<file path="src/rtl/pc_fetch_ctrl.sv">
// pc_fetch_ctrl: fetch sequencer that sits beside the PC register.
// Each cycle it computes pc_next_o for the PC register and decides whether the PC
// holds, steps by PC_STEP or is redirected. It also runs the instruction-memory
// req/ack handshake and keeps the fetched word in a one-entry output buffer.
// A redirect flushes that buffer.
//
// Ports
//   clk_i, rst_ni              clock (rising edge), asynchronous active-low reset
//   pc_cur_i / pc_next_o       PC register output / PC register pc_new input
//   imem_req_o, imem_addr_o    fetch request and address (address held while req is high)
//   imem_ack_i, imem_rdata_i   fetch complete, with read data valid in the same cycle
//   inst_valid_o, inst_o,      output buffer: valid flag, instruction word and its address
//   inst_pc_o
//   stall_i                    downstream not ready; the buffer is consumed when valid && !stall
//   br_taken_i, br_target_i    branch redirect
//   trap_req_i, trap_vec_i     trap redirect; these exist only when PC_CTRL_TRAP_EN is defined
//
// Configuration macro: PC_CTRL_TRAP_EN adds the trap redirect. A trap has priority over a branch.
//
// state | meaning
// IDLE  | first cycle after reset, no fetch
// ISSUE | may issue a fetch at pc_cur (a zero-wait ack stays here)
// WAIT  | fetch outstanding, result will be kept
// DRAIN | fetch outstanding after a redirect, result will be dropped
module pc_fetch_ctrl #(
  parameter int unsigned PC_STEP    = 4,
  parameter int unsigned ALIGN_BITS = 2,
  parameter logic [31:0] NOP_INST   = 32'h0000_0013
) (
  input  logic        clk_i,
  input  logic        rst_ni,
  input  logic [31:0] pc_cur_i,
  output logic [31:0] pc_next_o,
  output logic        imem_req_o,
  output logic [31:0] imem_addr_o,
  input  logic        imem_ack_i,
  input  logic [31:0] imem_rdata_i,
  output logic        inst_valid_o,
  output logic [31:0] inst_o,
  output logic [31:0] inst_pc_o,
  input  logic        stall_i,
  input  logic        br_taken_i,
  input  logic [31:0] br_target_i
`ifdef PC_CTRL_TRAP_EN
  ,
  input  logic        trap_req_i,
  input  logic [31:0] trap_vec_i
`endif
);

  localparam logic [31:0] ALIGN_MASK = ~((32'd1 << ALIGN_BITS) - 32'd1);

  typedef enum logic [1:0] {
    S_IDLE  = 2'd0,
    S_ISSUE = 2'd1,
    S_WAIT  = 2'd2,
    S_DRAIN = 2'd3
  } state_e;

  state_e      state_q, state_d;
  logic [31:0] req_addr_q, req_addr_d;
  logic        inst_valid_q, inst_valid_d;
  logic [31:0] inst_q, inst_d;
  logic [31:0] inst_pc_q, inst_pc_d;

  logic        redir;
  logic [31:0] redir_tgt;
  logic        can_issue;

`ifdef PC_CTRL_TRAP_EN
  assign redir     = trap_req_i | br_taken_i;
  assign redir_tgt = (trap_req_i ? trap_vec_i : br_target_i) & ALIGN_MASK;
`else
  assign redir     = br_taken_i;
  assign redir_tgt = br_target_i & ALIGN_MASK;
`endif

  // Only issue when the buffer is empty or being consumed this cycle.
  // That way every ack finds room in the buffer.
  assign can_issue = (!inst_valid_q || !stall_i) && !redir;

  always_comb begin
    state_d      = state_q;
    req_addr_d   = req_addr_q;
    inst_valid_d = inst_valid_q;
    inst_d       = inst_q;
    inst_pc_d    = inst_pc_q;
    pc_next_o    = pc_cur_i;
    imem_req_o   = 1'b0;
    imem_addr_o  = req_addr_q;

    if (inst_valid_q && !stall_i) begin
      inst_valid_d = 1'b0;
    end

    unique case (state_q)
      S_IDLE: begin
        state_d = S_ISSUE;
      end
      S_ISSUE: begin
        if (redir) begin
          pc_next_o    = redir_tgt;
          inst_valid_d = 1'b0;
          inst_d       = NOP_INST;
        end else if (can_issue) begin
          imem_req_o  = 1'b1;
          imem_addr_o = pc_cur_i;
          req_addr_d  = pc_cur_i;
          pc_next_o   = pc_cur_i + PC_STEP;
          if (imem_ack_i) begin
            inst_valid_d = 1'b1;
            inst_d       = imem_rdata_i;
            inst_pc_d    = pc_cur_i;
          end else begin
            state_d = S_WAIT;
          end
        end
      end
      S_WAIT: begin
        imem_req_o = 1'b1;
        if (redir) begin
          // The outstanding fetch is now stale. If it completes this cycle it is dropped here.
          // Otherwise DRAIN waits for it and drops it.
          pc_next_o    = redir_tgt;
          inst_valid_d = 1'b0;
          inst_d       = NOP_INST;
          state_d      = imem_ack_i ? S_ISSUE : S_DRAIN;
        end else if (imem_ack_i) begin
          inst_valid_d = 1'b1;
          inst_d       = imem_rdata_i;
          inst_pc_d    = req_addr_q;
          state_d      = S_ISSUE;
        end
      end
      S_DRAIN: begin
        // The buffer is already flushed, so a further redirect only moves the PC.
        imem_req_o = 1'b1;
        if (redir) begin
          pc_next_o = redir_tgt;
        end
        if (imem_ack_i) begin
          state_d = S_ISSUE;
        end
      end
      default: begin
        state_d = S_IDLE;
      end
    endcase
  end

  always_ff @(posedge clk_i or negedge rst_ni) begin
    if (!rst_ni) begin
      state_q      <= S_IDLE;
      req_addr_q   <= '0;
      inst_valid_q <= 1'b0;
      inst_q       <= NOP_INST;
      inst_pc_q    <= '0;
    end else begin
      state_q      <= state_d;
      req_addr_q   <= req_addr_d;
      inst_valid_q <= inst_valid_d;
      inst_q       <= inst_d;
      inst_pc_q    <= inst_pc_d;
    end
  end

  assign inst_valid_o = inst_valid_q;
  assign inst_o       = inst_q;
  assign inst_pc_o    = inst_pc_q;

endmodule

</file>
<file path="config.mk">
export PLATFORM = sky130hd
export DESIGN_NAME = pc_fetch_ctrl
export DESIGN_NICKNAME = d
export VERILOG_FILES = /design/src/rtl/pc_fetch_ctrl.sv
export SDC_FILE = /design/constraint.sdc
export NUM_CORES = 1
export LEC_CHECK = 0
export CAP_MARGIN = 10
export CORE_ASPECT_RATIO = 1.2
export CORE_MARGIN = 2
export CORE_UTILIZATION = 40
export DETAILED_ROUTE_END_ITERATION = 8
export GPL_ROUTABILITY_DRIVEN = 0
export GPL_TIMING_DRIVEN = 0
export MAX_ROUTING_LAYER = met4
export PLACE_DENSITY_LB_ADDON = 0.15
export SKIP_LAST_GASP = 1
export SLEW_MARGIN = 15
export SYNTH_ARGS = -nofsm -noshare
export SYNTH_HDL_FRONTEND = slang
export SYNTH_SLANG_ARGS = --single-unit
</file>
<file path="constraint.sdc">
create_clock -name clk_i -period 3.2 [get_ports clk_i]
set_clock_uncertainty 0.05 [all_clocks]
set_input_delay 0.64 -clock clk_i [delete_from_list [all_inputs] [get_ports clk_i]]
set_output_delay 0.64 -clock clk_i [all_outputs]
set_load 0.05 [all_outputs]
</file>
== Yosys cells after proc, flatten, opt, wreduce, memory -nomap -nowiden ==
Cells that the tools add are included.

* Register bits: 99
* Bits of input ports: 101
* Output and inout bits: 130
* Word-level logic and storage cells: 62

* Add/sub/neg operators: 1
* Equality and inequality tests: 10
* Muxes and demuxes: 34
* Reductions and logical operators: 12

{| class="wikitable"
|+ Operators by type and width
! cell !! number
|-
| $mux 32 || 15
|-
| $pmux 32 s2 || 3
|-
| $add 32x3->32 const B || 1
|-
| $mux 2 || 6
|-
| $ne 2x2->1 const B || 6
|-
| $pmux 2 s4 || 1
|-
| $mux 1 || 7
|-
| $reduce_and 6->1 || 1
|-
| $eq 2x2->1 const B || 2
|-
| $pmux 1 s2 || 2
|-
| $logic_not 1->1 || 3
|-
| $ne 3x3->1 const B || 1
|-
| $reduce_and 3->1 || 1
|-
| $eq 2x1->1 const B || 1
|-
| $logic_and 1x1->1 || 2
|-
| $logic_not 2->1 || 1
|-
| $reduce_and 2->1 || 1
|-
| $reduce_bool 2->1 || 1
|-
| $reduce_or 2->1 || 1
|-
| $logic_or 1x1->1 || 1
|}

== Longest topological paths before layout ==
Gate-level depths: netlist (run 1).

* Depth in word-level cells: 7
* Gate-level depth with buffers: 10
* Depth with buffers taken out: 7

== Least setup slack after synthesis (run 1) ==
OpenSTA, ideal clock, no wires.

* Kind: input -> output
* Start: input pc_cur_i[7]
* End: output pc_next_o[20]
* Arrival time: 3214 ps
* Required time: 2510 ps
* Setup slack: -704 ps
* Cell stages on the path: 5
* Cells stage by stage: buf_2 and4_1 and4_1 nand3_1 o311ai_0

* Longest elaborated chain between the ends: 4

{| class="wikitable"
|+ Ends and longest elaborated chain
! element !! RTL line !! source
|-
| start, declared || 32 || <nowiki>input logic [31:0] pc_cur_i,</nowiki>
|-
| $add 32x3->32 || 109 || <nowiki>pc_next_o = pc_cur_i + PC_STEP;</nowiki>
|-
| $mux 32 || 105 || <nowiki>end else if (can_issue) begin</nowiki>
|-
| $mux 32 || 101 || <nowiki>if (redir) begin</nowiki>
|-
| $pmux 32 s2 || 96 || <nowiki>unique case (state_q)</nowiki>
|-
| end, declared || 33 || <nowiki>output logic [31:0] pc_next_o,</nowiki>
|}

Every way passes these cells.

== Final worst setup path (run 1) ==
* Start: input pc_cur_i[16]
* End: output pc_next_o[31]

The elaborated chain is that of the path after synthesis.

==> results of run 1 <==
-- sequential cells by signal, summed over array words and instances (netlist names) --
name	cells
inst_o	32
inst_pc_o	32
inst_valid_o	1
req_addr_q	32
state_q	2
-- power by group through the flow --
| stage | clock network (uW) | logic (uW) | registers, uW |
|---|---|---|---|
| 6_report | 1190 | 7590 | 2130 |
| 2_1_floorplan | 0 | 3790 | 3270 |
| 4_1_cts | 1230 | 7380 | 2130 |
| 5_1_grt | 1280 | 7960 | 2190 |
| 3_5_place_dp | 0 | 7440 | 2150 |
| 3_3_place_gp | 0 | 7360 | 2110 |
-- worst paths after layout --
path | endpoint | startpoint | slack (ps)
setup / recovery | pc_next_o[31] | pc_cur_i[16] | 4
hold reg to reg | inst_o[1]$_DFFE_PN1P_ | inst_o[1]$_DFFE_PN1P_ | 400
max in group asynchronous | inst_o[0]$_DFFE_PN1P_ | rst_ni | 2300
hold / removal | inst_pc_o[12]$_DFFE_PN0P_ | rst_ni | 120
min in group clk_i | inst_o[1]$_DFFE_PN1P_ | inst_o[1]$_DFFE_PN1P_ | 400
setup reg to reg | inst_pc_o[28]$_DFFE_PN0P_ | state_q[1]$_DFFE_PN0P_ | 310
-- stage by stage --
step           area, um^2  power, uW  util [%]  worst slack, ps
2_1_floorplan        5637       7060         -           -387.3
3_3_place_gp         8113       9464     59.21            -2248
3_5_place_dp         8142       9586     59.42            -1642
4_1_cts              8516      10730     62.15           -64.94
5_1_grt              8564      11430     62.51           -106.5
6_report             8564      10910     62.51            3.802
-- layout make-up --
class / count / area (um^2) / share of cell area, %
plain buffers: 40 / 217.7 / 2.542
inverters: 13 / 51.30 / 0.5990
well taps: 171 / 214.0 / 2.498
multi-input cells: 478 / 3103 / 36.23
clock buffers: 11 / 242.7 / 2.834
clock inverters: 5 / 82.58 / 0.9642
flip-flops and latches: 99 / 2481 / 28.97
repair buffers: 249 / 2172 / 25.36
-- cell families after synthesis --
| kind of cell | after synthesis | synth area share (%) |
|---|---|---|
| xor gates and xnor gates | 4 | 0.6298 |
| buffers and inverters | 58 | 4.048 |
| AOI/OAI and AO/OA | 157 | 17.83 |
| DFF | 99 | 44.59 |
| adders and majority gates | 5 | 1.124 |
| muxes | 60 | 11.36 |
| and+or+nand+nor | 252 | 20.42 |
-- repair_timing --
action,CTS,global route
cloned,0,0
endpoints found under the hold margin,0,0
pin swaps,8,10
gates resized for setup,451,72
endpoints found under the setup margin,65,50
buffers inserted,10,12
-- per-layer routing --
layer | vias up | wire, um
met4 | 0 | 1013
met5 | - | 0
met3 | 76 | 1846
met1 | 2863 | 7899
met2 | 342 | 10250
li1 | 2772 | -
-- Yosys cell counts, types with 5 or more instances --
cell type and number:
nor4_1 6, nor2b_1 5, and2_1 6, nand2_1 130, a311oi_1 7, dfrtp_1 96, and3_1 7, mux2_2 25
a22oi_1 6, nand3_1 38, ha_1 5, inv_1 13, nor2_1 33, a21oi_1 20, buf_1 6, o22ai_1 6
nor3_1 9, clkbuf_1 35, mux2i_1 35, o21ai_0 72
==> results.ini, run 1 <==
[global_route]
grt_max_degree = 66
grtUsageMet2_pct = 45.96
antenna_found_initial = 0
grt_busiest_layer = met2
grt-ovfl-total = 0
grt.total_usage_pct = 28.18
grt_pass1_wl_mm = 31.96
grtUsageMet3_pct = 6.142
grtUsageMet1_pct = 32.37
grt_pass1_vias = 6053

[routing]
drt_wl_total_mm = 21.01
drt-initial-drc-count = 484
drc = 0
ant_nets = 0
drt_first_pass_iters = 7
routedWlPerCell_um = 19.71
vias = 6053
via_per_inst = 5.678

[synth]
avgSynthCellArea_um2 = 8.762
yosysWarnings = 0
synth.top_cell.area_share_pct = 43.18
syn-num-nets = 741
synth_edf_count = 0
yosysSeqAreaShare_pct = 44.59
yosysTopAreaCell = dfrtp_1
ys_top_cells_by_area = dfrtp_1 43%, nand2_1 8.8%, o21ai_0 6.5%
yosys_register_bits = 99
async_flop_share_pct = 100.0
synthCells = 635
synth_top_flop_cell = dfrtp_1
syn_area_um2 = 5564
ys_types = 59

[setup_path]
critical_path.max_stage_delay_ps = 470
reg2regPathDepth = 9
critical_path_buf_inv_count = 2
worst-path-stages = 7
path_cells = clkdlybuf4s15_1, and2_2, nand4_4, or4_4, or2_4, o311ai_4, buf_6
path_class = in2out
crit_required_ps = 2510
path_delay_family = simple AND/OR/NAND/NOR gates
crit_fanout = 5
cp.arrival_ps = 2510
start_kind = primary input
endpoint_kind = output port
crit_slowest_cell = or4_4

[floorplan]
die_area_um2 = 14870
die_w_um = 111.7
fp.dieH_um = 133.2
fp-row-count = 47
core_um2 = 13700
initial_core_util_pct = 40.61
io_pins = 231

[power]
clkPwrFrac_pct = 10.9
intPower_uw = 4899
max-vdd-ir-drop_uv = 634.5
power_frac_seq_pct = 19.5
p_per_area_nw_per_um2 = 1273
power.switching_uw = 6007
p_leak_uw = 0.003802
swShare_pct = 55.08
comb_power_share_pct = 69.6

[timing]
hold_ws_ps = 119.0
fin_crit_sh_pct = 99.88
finalHoldViolations = 0
fmax_ghz = 0.3129
grt_setup_unrepaired = yes
fin_crit_ps = 3196
slew_headroom_pct = 47.56
setup_viol = 0
finalMaxSlewViolations = 0
fin_tns_setup_ps = 0
tightest_slew_ps = 786.5

[run_status]
status = complete, no violations

[cts]
root_buffer = clkbuf_16
cts_buffers = 9
htreeDepth = 3
cts_hold_buf = 0
clk_path_buf_depth = 2
tritoncts = built
clock-sinks = 99
insertion_delay_ps = 350
cts.clk_slew.worst_paths_ps = 70

[finish]
final_cell_mix = 133 x clkdlybuf4s50_1, 128 x nand2_1, 96 x dfrtp_1
fill_cells = 1216
final_common_cell = clkdlybuf4s50_1
antenna_cells = 0
final_nets = 996
area_growth_pct = 53.92
instances_no_fill = 1066
drive_above_1_share_pct = 24.58

[job]
max_cap_viol_count = 0

[placed_design]
hpwl_mm = 15.61
place_inst = 1033
portBuffers = 226

[hold_path]
hp-class = in2async

Power figures use the tool's default switching activity.
==> run 2: changes to the inputs <==
- SLEW_MARGIN: 15 -> not set
- TNS_END_PERCENT: not set -> 30
- clock period: 3.2 -> 3.71 ns (I/O delays scaled with it)
==> run 2 against run 1 <==
Effect of this change: the run now ends with setup timing left; sequential cell count stayed put; global-route usage is 0.59 points lower; wire length fell by 3.1%; via count shrank 3.1%; final area down 2.2%; clock power is 18% lower; register-to-register slack improved by 550 ps; first-iteration DRC count fell by 4.8%; combinational power down 19%; cell count shrank 2.1%; utilization decreased by 1.4 points; worst hold slack improved by 240 ps; critical path type unchanged; largest cell class unchanged; largest power group unchanged; highest routed layer unchanged.
==> results.ini, run 2 (synthesis gave the netlist of run 1 again) <==
[placed_design]
dp_worst_setup_slack_ps = -1384
hpwl_mm = 15.58
portBuffers = 226

[routing]
vias = 5868
via_per_inst = 5.621
ant_nets = 0
drt_wl_total_mm = 20.36
drt-initial-drc-count = 461
drt_first_pass_iters = 6
drc = 0
routedWlPerCell_um = 19.50

[timing]
slew_headroom_pct = 46.44
fin_tns_setup_ps = -130.3
setup_ws_ps = -52.30
fmax_ghz = 0.2658
grt_setup_unrepaired = yes
setup_viol = 4
fin_crit_sh_pct = 101.4
tightest_slew_ps = 803.4
fin_crit_ps = 3762
finalHoldViolations = 0
finalMaxSlewViolations = 0

[finish]
drive_above_1_share_pct = 13.29
final_common_cell = clkdlybuf4s50_1
final_cell_mix = 143 x clkdlybuf4s50_1, 129 x nand2_1, 96 x dfrtp_1
area_growth_pct = 50.60
antenna_cells = 0
fill_cells = 1276
final_nets = 974

[global_route]
grt_pass1_wl_mm = 31.51
grt.total_usage_pct = 27.59
grt_pass1_vias = 5945
grt_max_degree = 52
grt-ovfl-total = 0
antenna_found_initial = 0

[setup_path]
crit_fanout = 9
crit_slowest_cell = dlygate4sd2_1
r2r-start = state_q[0]$_DFFE_PN0P_
r2r_end = inst_pc_o[5]$_DFFE_PN0P_
endpoint_kind = output port
critical_path.max_stage_delay_ps = 600
crit_end = pc_next_o[15]
cp.arrival_ps = 2970
path_cells = clkdlybuf4s50_1, and2_1, nor3_4, and3_1, mux2i_1, a211oi_1, dlygate4sd2_1
crit_required_ps = 2920
rrSetupSlack_ps = 860
reg2regPathDepth = 8
path_class = in2out
critPathLaunch = stall_i
start_kind = primary input

[cts]
insertion_delay_ps = 350
cts_hold_buf = 0
htreeDepth = 3
tritoncts = built
clock-sinks = 99
cts.clk_slew.worst_paths_ps = 70
clk_path_buf_depth = 2
cts_buffers = 9
root_buffer = clkbuf_16

[floorplan]
fp-row-count = 47
fp.dieH_um = 133.2
initial_core_util_pct = 40.61
die_area_um2 = 14870
core_um2 = 13700
io_pins = 231
die_w_um = 111.7

[power]
totalPowerFinal_uw = 8988
max-vdd-ir-drop_uv = 582.0
p_leak_uw = 0.003674
p_per_area_nw_per_um2 = 1073

[run_status]
status = finished, violations left
violations = setup timing

[job]
max_cap_viol_count = 0

[hold_path]
hp-class = in2async

-- run 2: cell count changes in the layout (fill, tap and decap cells not counted), sizes merged --
| cell | change |
|---|---|
| clkinv | +1 |
| clkinvlp | +2 |
| bufinv | -1 |
| clkbuf | +4 |
| dlygate4sd2 | +50 |
| buf | -88 |
| clkdlybuf4s50 | +10 |
-- run 2: area by class of cell --
type / count / area, um^2 / share of cell area [%]
buffer: 39 / 176.4 / 2.105
timing repair buffer: 228 / 2185 / 26.07
clock inverter: 7 / 76.32 / 0.9109
inverter: 13 / 48.80 / 0.5824
sequential: 99 / 2481 / 29.61
tap: 171 / 214.0 / 2.553
clock buffer: 9 / 225.2 / 2.688
multi-input combinational: 478 / 2973 / 35.48
-- run 2: how the worst min path moves through the flow --
stage / end / cells after the start / slack, ps
6_report: inst_pc_o[0]$_DFFE_PN0P_ / 1 / 360
2_1_floorplan: inst_o[10]$_DFFE_PN0P_ / 0 / 400
3_3_place_gp: inst_o[1]$_DFFE_PN1P_ / 2 / 390
4_1_cts: inst_pc_o[0]$_DFFE_PN0P_ / 1 / 390
3_5_place_dp: inst_o[1]$_DFFE_PN1P_ / 2 / 390
5_1_grt: inst_pc_o[0]$_DFFE_PN0P_ / 1 / 410
-- run 2: metal layers --
metal / part of all wire [%] / up-vias / global-route usage (%) / routed length (um)
met2: 49 / 285 / 45.35 / 9928
met5: 0 / - / - / 0
met4: 3.5 / 0 / 12.83 / 720
li1: - / 2730 / - / -
met1: 40 / 2795 / 31.83 / 8065
met3: 8.1 / 58 / 6.824 / 1642
-- run 2: what timing repair did --
action | 4_1_cts | 5_1_grt
endpoints found under the hold margin | 0 | 0
buffers inserted | 1 | 0
pin swaps | 1 | 1
setup endpoints to repair | 65 | 35
resized for setup | 185 | 35
-- run 2: report_power, final --
group          leakage [uW]  total, uW  switching (uW)  internal, uW
combinational       0.00230       6180            4370          1810
clock              0.000142        972             444           528
sequential          0.00123       1840             263          1580
-- run 2: critical path, delay by kind of cell --
family | cells | cell delay [ps]
buf+inv | 2 | 1070
simple gates | 3 | 810
mux | 1 | 80
compound gates | 1 | 260
-- run 2: metrics by stage --
stage / utilization [%] / hold WS (ps) / cells / cell area, um^2
after floorplan: - / 396.4 / 635 / 5572
after global placement: 58.73 / 391.3 / 1032 / 8048
after detailed placement: 58.92 / 394.6 / 1033 / 8073
after CTS: 61.24 / 391.2 / 1044 / 8391
after global routing: 61.15 / 411.7 / 1044 / 8379
final: 61.15 / 363.8 / 1044 / 8379
==> run 3: changes to the inputs <==
- CTS_CLUSTER_SIZE: not set -> 25
- SKIP_CTS_REPAIR_TIMING: not set -> 1
==> run 3 against run 2 <==
Effect of this change: the flow still finishes with violations (setup timing); global-route usage is 0.12 points lower; critical path depth is 1 higher; register-to-register slack better by 40 ps; sequential power hardly changed; sequential share of layout area is 0.61 points lower; first-iteration DRC count is 0.87% lower; utilization is 1.3 points higher; cell count stayed put.
==> results.ini, run 3 (synthesis gave the netlist of run 1 again) <==
[timing]
grt_setup_unrepaired = yes
fin_crit_sh_pct = 102.6
hold_ws_ps = 362.6
setup_viol = 14
tightest_slew_ps = 807.5
fmax_ghz = 0.2627
finalHoldViolations = 0
finalMaxSlewViolations = 0
slew_headroom_pct = 46.16
fin_crit_ps = 3807
setup_ws_ps = -97.34

[global_route]
grt.total_usage_pct = 27.47
grt_max_degree = 52
grt_pass1_wl_mm = 31.33
grt_pass1_vias = 5934
antenna_found_initial = 0
grt-ovfl-total = 0

[cts]
clk_path_buf_depth = 2
cts.clk_slew.worst_paths_ps = 70
clock-sinks = 99
cts_buffers = 9
insertion_delay_ps = 350
tritoncts = built
htreeDepth = 3
root_buffer = clkbuf_16

[power]
p_per_area_nw_per_um2 = 1067
max-vdd-ir-drop_uv = 592.0
p_leak_uw = 0.004125

[placed_design]
place_inst = 1033
portBuffers = 226
place_area_um2 = 8073
hpwl_mm = 15.58
dp_worst_setup_slack_ps = -1384

[routing]
drc = 0
via_per_inst = 5.683
drt_wl_total_mm = 20.35
ant_nets = 0
vias = 5933
drt-initial-drc-count = 457
routedWlPerCell_um = 19.50
drt_first_pass_iters = 5

[finish]
fin_util_pct = 62.44
area_growth_pct = 53.77
antenna_cells = 0
final_nets = 974
final_cell_mix = 154 x clkdlybuf4s50_1, 129 x nand2_1, 96 x dfrtp_1
instances_no_fill = 1044
design_area_um2 = 8556
final_common_cell = clkdlybuf4s50_1
drive_above_1_share_pct = 12.71
fill_cells = 1235

[floorplan]
die_w_um = 111.7
initial_core_util_pct = 40.61
fp-row-count = 47
die_area_um2 = 14870
io_pins = 231
fp.dieH_um = 133.2
core_um2 = 13700

[setup_path]
crit_required_ps = 2920
cp.arrival_ps = 3020
crit_fanout = 9
path_class = in2out
start_kind = primary input
endpoint_kind = output port

[run_status]
violations = setup timing
status = finished, violations left

[job]
max_cap_viol_count = 0

[hold_path]
hp-class = in2async

[run 3: cell types whose count changed in the layout (fill, tap and decap cells not counted), moves of 2 or more]
cell,previous run,this run
clkdlybuf4s15_2,9,0
and2_2,0,2
buf_2,9,5
dlymetal6s2s_1,0,53
clkdlybuf4s50_1,143,154
clkdlybuf4s15_1,2,0
clkbuf_2,14,22
dlygate4sd2_1,56,0
[run 3: worst paths after layout]
check / from / end / slack, ps / depth (start not counted)
setup / recovery: stall_i / pc_next_o[19] / -100 / 8
hold / removal: rst_ni / inst_pc_o[0]$_DFFE_PN0P_ / 360 / 1
max in group asynchronous: rst_ni / inst_o[0]$_DFFE_PN1P_ / 2520 / 2
hold reg to reg: inst_o[0]$_DFFE_PN1P_ / inst_o[0]$_DFFE_PN1P_ / 400 / 2
setup reg to reg: state_q[0]$_DFFE_PN0P_ / inst_pc_o[10]$_DFFE_PN0P_ / 900 / 8
min in group clk_i: inst_o[0]$_DFFE_PN1P_ / inst_o[0]$_DFFE_PN1P_ / 400 / 2
[run 3: area by class of cell]
class	count	area, um^2	area share [%]
multi-input combinational	478	2982	34.85
sequential	99	2481	29.00
timing repair buffer	228	2359	27.57
clock buffer	9	225.2	2.632
tap	171	214.0	2.501
buffer	39	170.2	1.989
clock inverter	7	76.32	0.8921
inverter	13	48.80	0.5703
[run 3: routing by layer]
metal | track usage (%) | up-vias | wire (um)
li1 | - | 2730 | -
met1 | 31.91 | 2824 | 8096
met2 | 44.61 | 317 | 9878
met3 | 7.097 | 62 | 1667
met4 | 12.89 | 0 | 713
met5 | - | - | 0
[run 3: report_power, final]
part           internal, uW  switching, uW
clock network           528            440
registers              1580            262
logic                  1960           4370
[run 3: per-stage QoR]
step / TNS [ps] / total power (uW)
6_report: -767.7 / 9128
5_1_grt: -3292 / 9554
4_1_cts: -51280 / 9189
3_5_place_dp: -50660 / 8201
3_3_place_gp: -226260 / 8104
2_1_floorplan: -341.9 / 6029
[run 3: worst max-delay path, cell delays in order]
cell and delay [ps]:
clkdlybuf4s50_1 470, and2_2 280, nor3_4 300, buf_4 180, nand3_1 120, o41a_1 340
o22ai_1 130, dlymetal6s2s_1 460
